$ cat src/rtl/cic_comp_fir.sv
// 7-tap CIC droop compensation FIR, one shared multiplier stepping one tap per clock.
// A circular delay line holds the last 7 accepted samples; samples arriving while busy are dropped.
module cic_comp_fir #(
    parameter int NTAPS = 7,
    parameter int IN_W  = 10,
    parameter int OUT_W = 12
) (
    input  logic                    i_clk_high,
    input  logic                    i_reset,
    input  logic signed [IN_W-1:0]  i_signal,
    input  logic                    i_valid,
    output logic signed [OUT_W-1:0] o_signal,
    output logic                    o_valid,
    output logic                    o_busy,
    output logic                    o_overrun
);

    localparam int ACC_W = 17;
    localparam int PTR_W = 3;
    localparam int COEF_W = 8;
    localparam logic [PTR_W-1:0] LAST = PTR_W'(NTAPS - 1);

    typedef enum logic [1:0] {S_IDLE, S_MAC, S_DONE} state_t;

    state_t                  r_state;
    logic signed [IN_W-1:0]  r_dly [NTAPS];
    logic [PTR_W-1:0]        r_wptr;
    logic [PTR_W-1:0]        r_rdptr;
    logic [PTR_W-1:0]        r_tap;
    logic signed [ACC_W-1:0] r_acc;

    logic signed [COEF_W-1:0] w_coef;
    logic signed [IN_W-1:0]   w_samp;
    logic signed [ACC_W-1:0]  w_coef_x;
    logic signed [ACC_W-1:0]  w_samp_x;
    logic signed [ACC_W-1:0]  w_prod;
    logic signed [ACC_W-1:0]  w_sum;

    // c0 weights the newest sample; the set is symmetric and sums to 64.
    function automatic logic signed [COEF_W-1:0] coef(input logic [PTR_W-1:0] k);
        case (k)
            3'd0, 3'd6: coef = -8'sd1;
            3'd1, 3'd5: coef = 8'sd3;
            3'd2, 3'd4: coef = -8'sd10;
            3'd3:       coef = 8'sd80;
            default:    coef = 8'sd0;
        endcase
    endfunction

    // Divide by the DC gain of 64 with +32 bias; the arithmetic shift floors the result.
    function automatic logic signed [OUT_W-1:0] round_out(input logic signed [ACC_W-1:0] s);
        logic signed [ACC_W-1:0] t;
        t = s + $signed(ACC_W'(32));
        t = t >>> 6;
        round_out = t[OUT_W-1:0];
    endfunction

    assign w_coef   = coef(r_tap);
    assign w_samp   = r_dly[r_rdptr];
    assign w_coef_x = {{(ACC_W-COEF_W){w_coef[COEF_W-1]}}, w_coef};
    assign w_samp_x = {{(ACC_W-IN_W){w_samp[IN_W-1]}}, w_samp};
    assign w_prod   = w_coef_x * w_samp_x;
    assign w_sum    = r_acc + w_prod;

    always_ff @(posedge i_clk_high) begin
        if (i_reset) begin
            r_state   <= S_IDLE;
            r_wptr    <= '0;
            r_rdptr   <= '0;
            r_tap     <= '0;
            r_acc     <= '0;
            o_signal  <= '0;
            o_valid   <= 1'b0;
            o_busy    <= 1'b0;
            o_overrun <= 1'b0;
            for (int i = 0; i < NTAPS; i++) r_dly[i] <= '0;
        end else begin
            case (r_state)
                S_IDLE: begin
                    if (i_valid) begin
                        r_dly[r_wptr] <= i_signal;
                        r_rdptr       <= r_wptr;
                        r_wptr        <= (r_wptr == LAST) ? '0 : r_wptr + 1'b1;
                        r_acc         <= '0;
                        r_tap         <= '0;
                        o_busy        <= 1'b1;
                        r_state       <= S_MAC;
                    end
                end
                // Walk backwards from the newest sample; the last product goes straight to the output.
                S_MAC: begin
                    if (i_valid) o_overrun <= 1'b1;
                    r_acc   <= w_sum;
                    r_rdptr <= (r_rdptr == '0) ? LAST : r_rdptr - 1'b1;
                    if (r_tap == LAST) begin
                        r_tap    <= '0;
                        o_signal <= round_out(w_sum);
                        o_valid  <= 1'b1;
                        r_state  <= S_DONE;
                    end else begin
                        r_tap <= r_tap + 1'b1;
                    end
                end
                S_DONE: begin
                    if (i_valid) o_overrun <= 1'b1;
                    o_valid <= 1'b0;
                    o_busy  <= 1'b0;
                    r_state <= S_IDLE;
                end
                default: r_state <= S_IDLE;
            endcase
        end
    end

endmodule

$ cat config.mk
export PLATFORM = sky130hd
export DESIGN_NAME = cic_comp_fir
export DESIGN_NICKNAME = d
export VERILOG_FILES = /design/src/rtl/cic_comp_fir.sv
export SDC_FILE = /design/constraint.sdc
export NUM_CORES = 1
export LEC_CHECK = 0
export CORE_ASPECT_RATIO = 1.4
export CORE_UTILIZATION = 45
export CTS_CLUSTER_DIAMETER = 60
export DETAILED_ROUTE_END_ITERATION = 8
export SYNTH_ARGS = -nofsm -noshare
export SYNTH_HDL_FRONTEND = slang
export SYNTH_SLANG_ARGS = --single-unit
$ cat constraint.sdc
create_clock -name i_clk_high -period 18.6 [get_ports i_clk_high]
set_input_delay 5.58 -clock i_clk_high [delete_from_list [all_inputs] [get_ports i_clk_high]]
set_output_delay 5.58 -clock i_clk_high [all_outputs]
set_load 0.005 [all_outputs]
==> impl_metrics.env <==
export IMPL_cts_tree="yes"
export IMPL_crit_path_end_kind="register"
export IMPL_rsz0062_at_grt="no"
export IMPL_synth_most_common_cell="nor2_1"
export IMPL_setup_worst_path_start_class="primary input"
export IMPL_period_needed_ps=7850
export IMPL_wl_per_cell_um=18.0
export IMPL_vias=5858
export IMPL_ys_seq_area_share_pct=36.9
export IMPL_grt_pass1_wl_um=32000
export IMPL_min_delay_start="o_signal[0]"
export IMPL_dp_hpwl_um=15100
export IMPL_startpoint="i_valid"
export IMPL_grt_max_degree=62
export IMPL_antenna_cells=0
export IMPL_rrSetupSlack_ps=11010
export IMPL_hp_class="reg2reg"
export IMPL_cp_slowest_stage_delay_ps=790
export IMPL_drt_wl_total_um=19500
export IMPL_cts_buffer_depth=2
export IMPL_relSlewSlack_pct=23.8
export IMPL_timing_final_crit_share_pct=42.2
export IMPL_cts_hold_buf=0
export IMPL_cts_root_buf="clkbuf_16"
export IMPL_max_freq_mhz=127
export IMPL_ys_warn_count=0
export IMPL_gr_total_overflow=0
export IMPL_crit_cells=5
export IMPL_area_growth_pct=12.4
export IMPL_grt_use_total_pct=20.9
export IMPL_cap_violations=0
export IMPL_status="complete, no violations"
export IMPL_drt_vias_per_instance=5.42
export IMPL_first_pass_iters=5
export IMPL_tns_ps=0
export IMPL_synthArstFlopShare_pct=0
export IMPL_synth_area_sq_um=8680
export IMPL_io_pins=28
export IMPL_synth_area_leader_cell="edfxtp_1"
export IMPL_finalHoldViolations=0
export IMPL_grt_antenna_before_repair=0
export IMPL_setup_violations=0
export IMPL_slew_violations=0
export IMPL_syn_inst=807
export IMPL_clk_latency_ps=420
export IMPL_cts_buffers=17
export IMPL_rr_worst_depth=23
export IMPL_port_buffers=27
export IMPL_syn_avg_cell_area_sq_um=10.8
export IMPL_grt_pass1_vias=6241
export IMPL_path_cells="clkdlybuf4s50_1 > and2_1 > nand2b_1 > nor3_1 > or2_1"
export IMPL_clock_sinks=125
export IMPL_skew_ps=14.2
export IMPL_crit_fanout=11
export IMPL_drt_iter0_markers=226
export IMPL_drive_gt1_share_pct=7.89
export IMPL_worstSetupPathType="in2reg"
export IMPL_drcViolationCount=0
export IMPL_required_ps=18670
export IMPL_core_rowCount=59
export IMPL_cts_resized=0
export IMPL_nets=960
export IMPL_crit_family="simple AND/OR/NAND/NOR gates"
export IMPL_r2r_end="o_signal[10]"
export IMPL_endpoint="r_dly[3][1]"
export IMPL_place_congestion=0.846
export IMPL_die_area_sq_um=19900
export IMPL_die_width_um=119
export IMPL_critPathArrivalTime_ps=7920
export IMPL_ys_ff_latch=125
export IMPL_post_cts_buffers=0
export IMPL_die_height_um=166
export IMPL_crit_slowest_cell="nor3_1"
export IMPL_core_area_sq_um=18800
export IMPL_h_tree_depth=4
export IMPL_cp_buffers_inverters=1
export IMPL_synth_flop_cell="edfxtp_1"
export IMPL_synth_top_cells_by_area="edfxtp_1 (24%), fa_1 (17%), dfxtp_1 (13%), ha_1 (7.2%), nor2_1 (4.5%)"
export IMPL_worst_slew_pin_slew_ps=1140
export IMPL_crit_reg2reg_launch="r_tap[0]"
export IMPL_synth_top_area_share_pct=24.2
export IMPL_synth_edff_count=70
export IMPL_clk_transition_reported_paths_ps=50
export IMPL_postRouteAntennaNets=0
export IMPL_start_util_pct=46.3
export IMPL_synthTopCellsByCount="nor2_1 (104), inv_1 (95), fa_1 (74)"
export IMPL_synthesis_nets=944
export IMPL_synth_cell_type_count=57
==> worst min path at each step <==
stage,to,slack [ps],cells after the start
after floorplan,r_dly[6][0],450,2
after global placement,o_signal[0],450,2
after detailed placement,o_signal[0],470,2
after CTS,o_signal[0],470,2
after global routing,o_signal[0],500,2
final,o_signal[0],470,2
==> flip-flops by register name, indices dropped and copies added, names as in the netlist, named ones only <==
| register | flops |
|---|---|
| r_wptr | 3 |
| r_state | 2 |
| r_dly | 80 |
| o_signal | 11 |
| r_rdptr | 3 |
| o_overrun | 1 |
| o_valid | 1 |
| r_tap | 3 |
| r_acc | 17 |
| o_busy | 1 |
==> worst min-delay path, stage by stage (launching register included) <==
cell and delay (ps):
dfxtp_1 310, nand2_1 50, a21oi_1 60
==> stage by stage <==
step	cell area, sq um	utilization (%)	setup WS, ps	cells	hold slack, ps
global placement	9170	48.9	10530	1048	451
global route	9760	52.1	10570	1080	500
CTS	9760	52.1	10740	1080	475
floorplan	8680	-	11410	807	452
detailed placement	9170	48.9	10310	1048	467
finish	9760	52.1	10750	1080	467
==> cell families after synthesis <==
logic type               share of synthesized area (%)
AND/OR/NAND/NOR                                   13.7
buffers and inverters                             5.89
flip-flops                                        36.9
adder cells (fa/ha/maj)                           24.3
AO/OA/AOI/OAI                                     7.54
multiplexers                                      8.26
XOR/XNOR                                          3.43
==> final cells by class <==
type	instances	area (sq um)
Sequential cell	125	3200
Fill cell	1732	8990
Clock buffer	17	425
Clock inverter	15	171
Timing Repair Buffer	34	318
Tap cell	244	305
Inverter	96	360
Multi-Input combinational cell	549	4980
==> placed cells by master, fill, tap and decap left out, types with 15 or more instances in the layout <==
cell,instances
a211oi_1,15
a21oi_1,21
a22oi_1,16
and2_1,38
clkbuf_16,17
clkdlybuf4s50_1,26
dfxtp_1,55
edfxtp_1,70
fa_1,74
ha_1,50
inv_1,95
mux2i_1,15
nand2_1,52
nor2_1,104
xnor2_1,23
==> routing by layer <==
layer,routed length (um),track usage [%]
met5,0,0
met2,10700,38.3
met4,440,7.12
met3,622,3.57
met1,7750,24.4
Power is not shown: default switching activity piles up to over one toggle a cycle in this logic, so the estimate is an artifact.
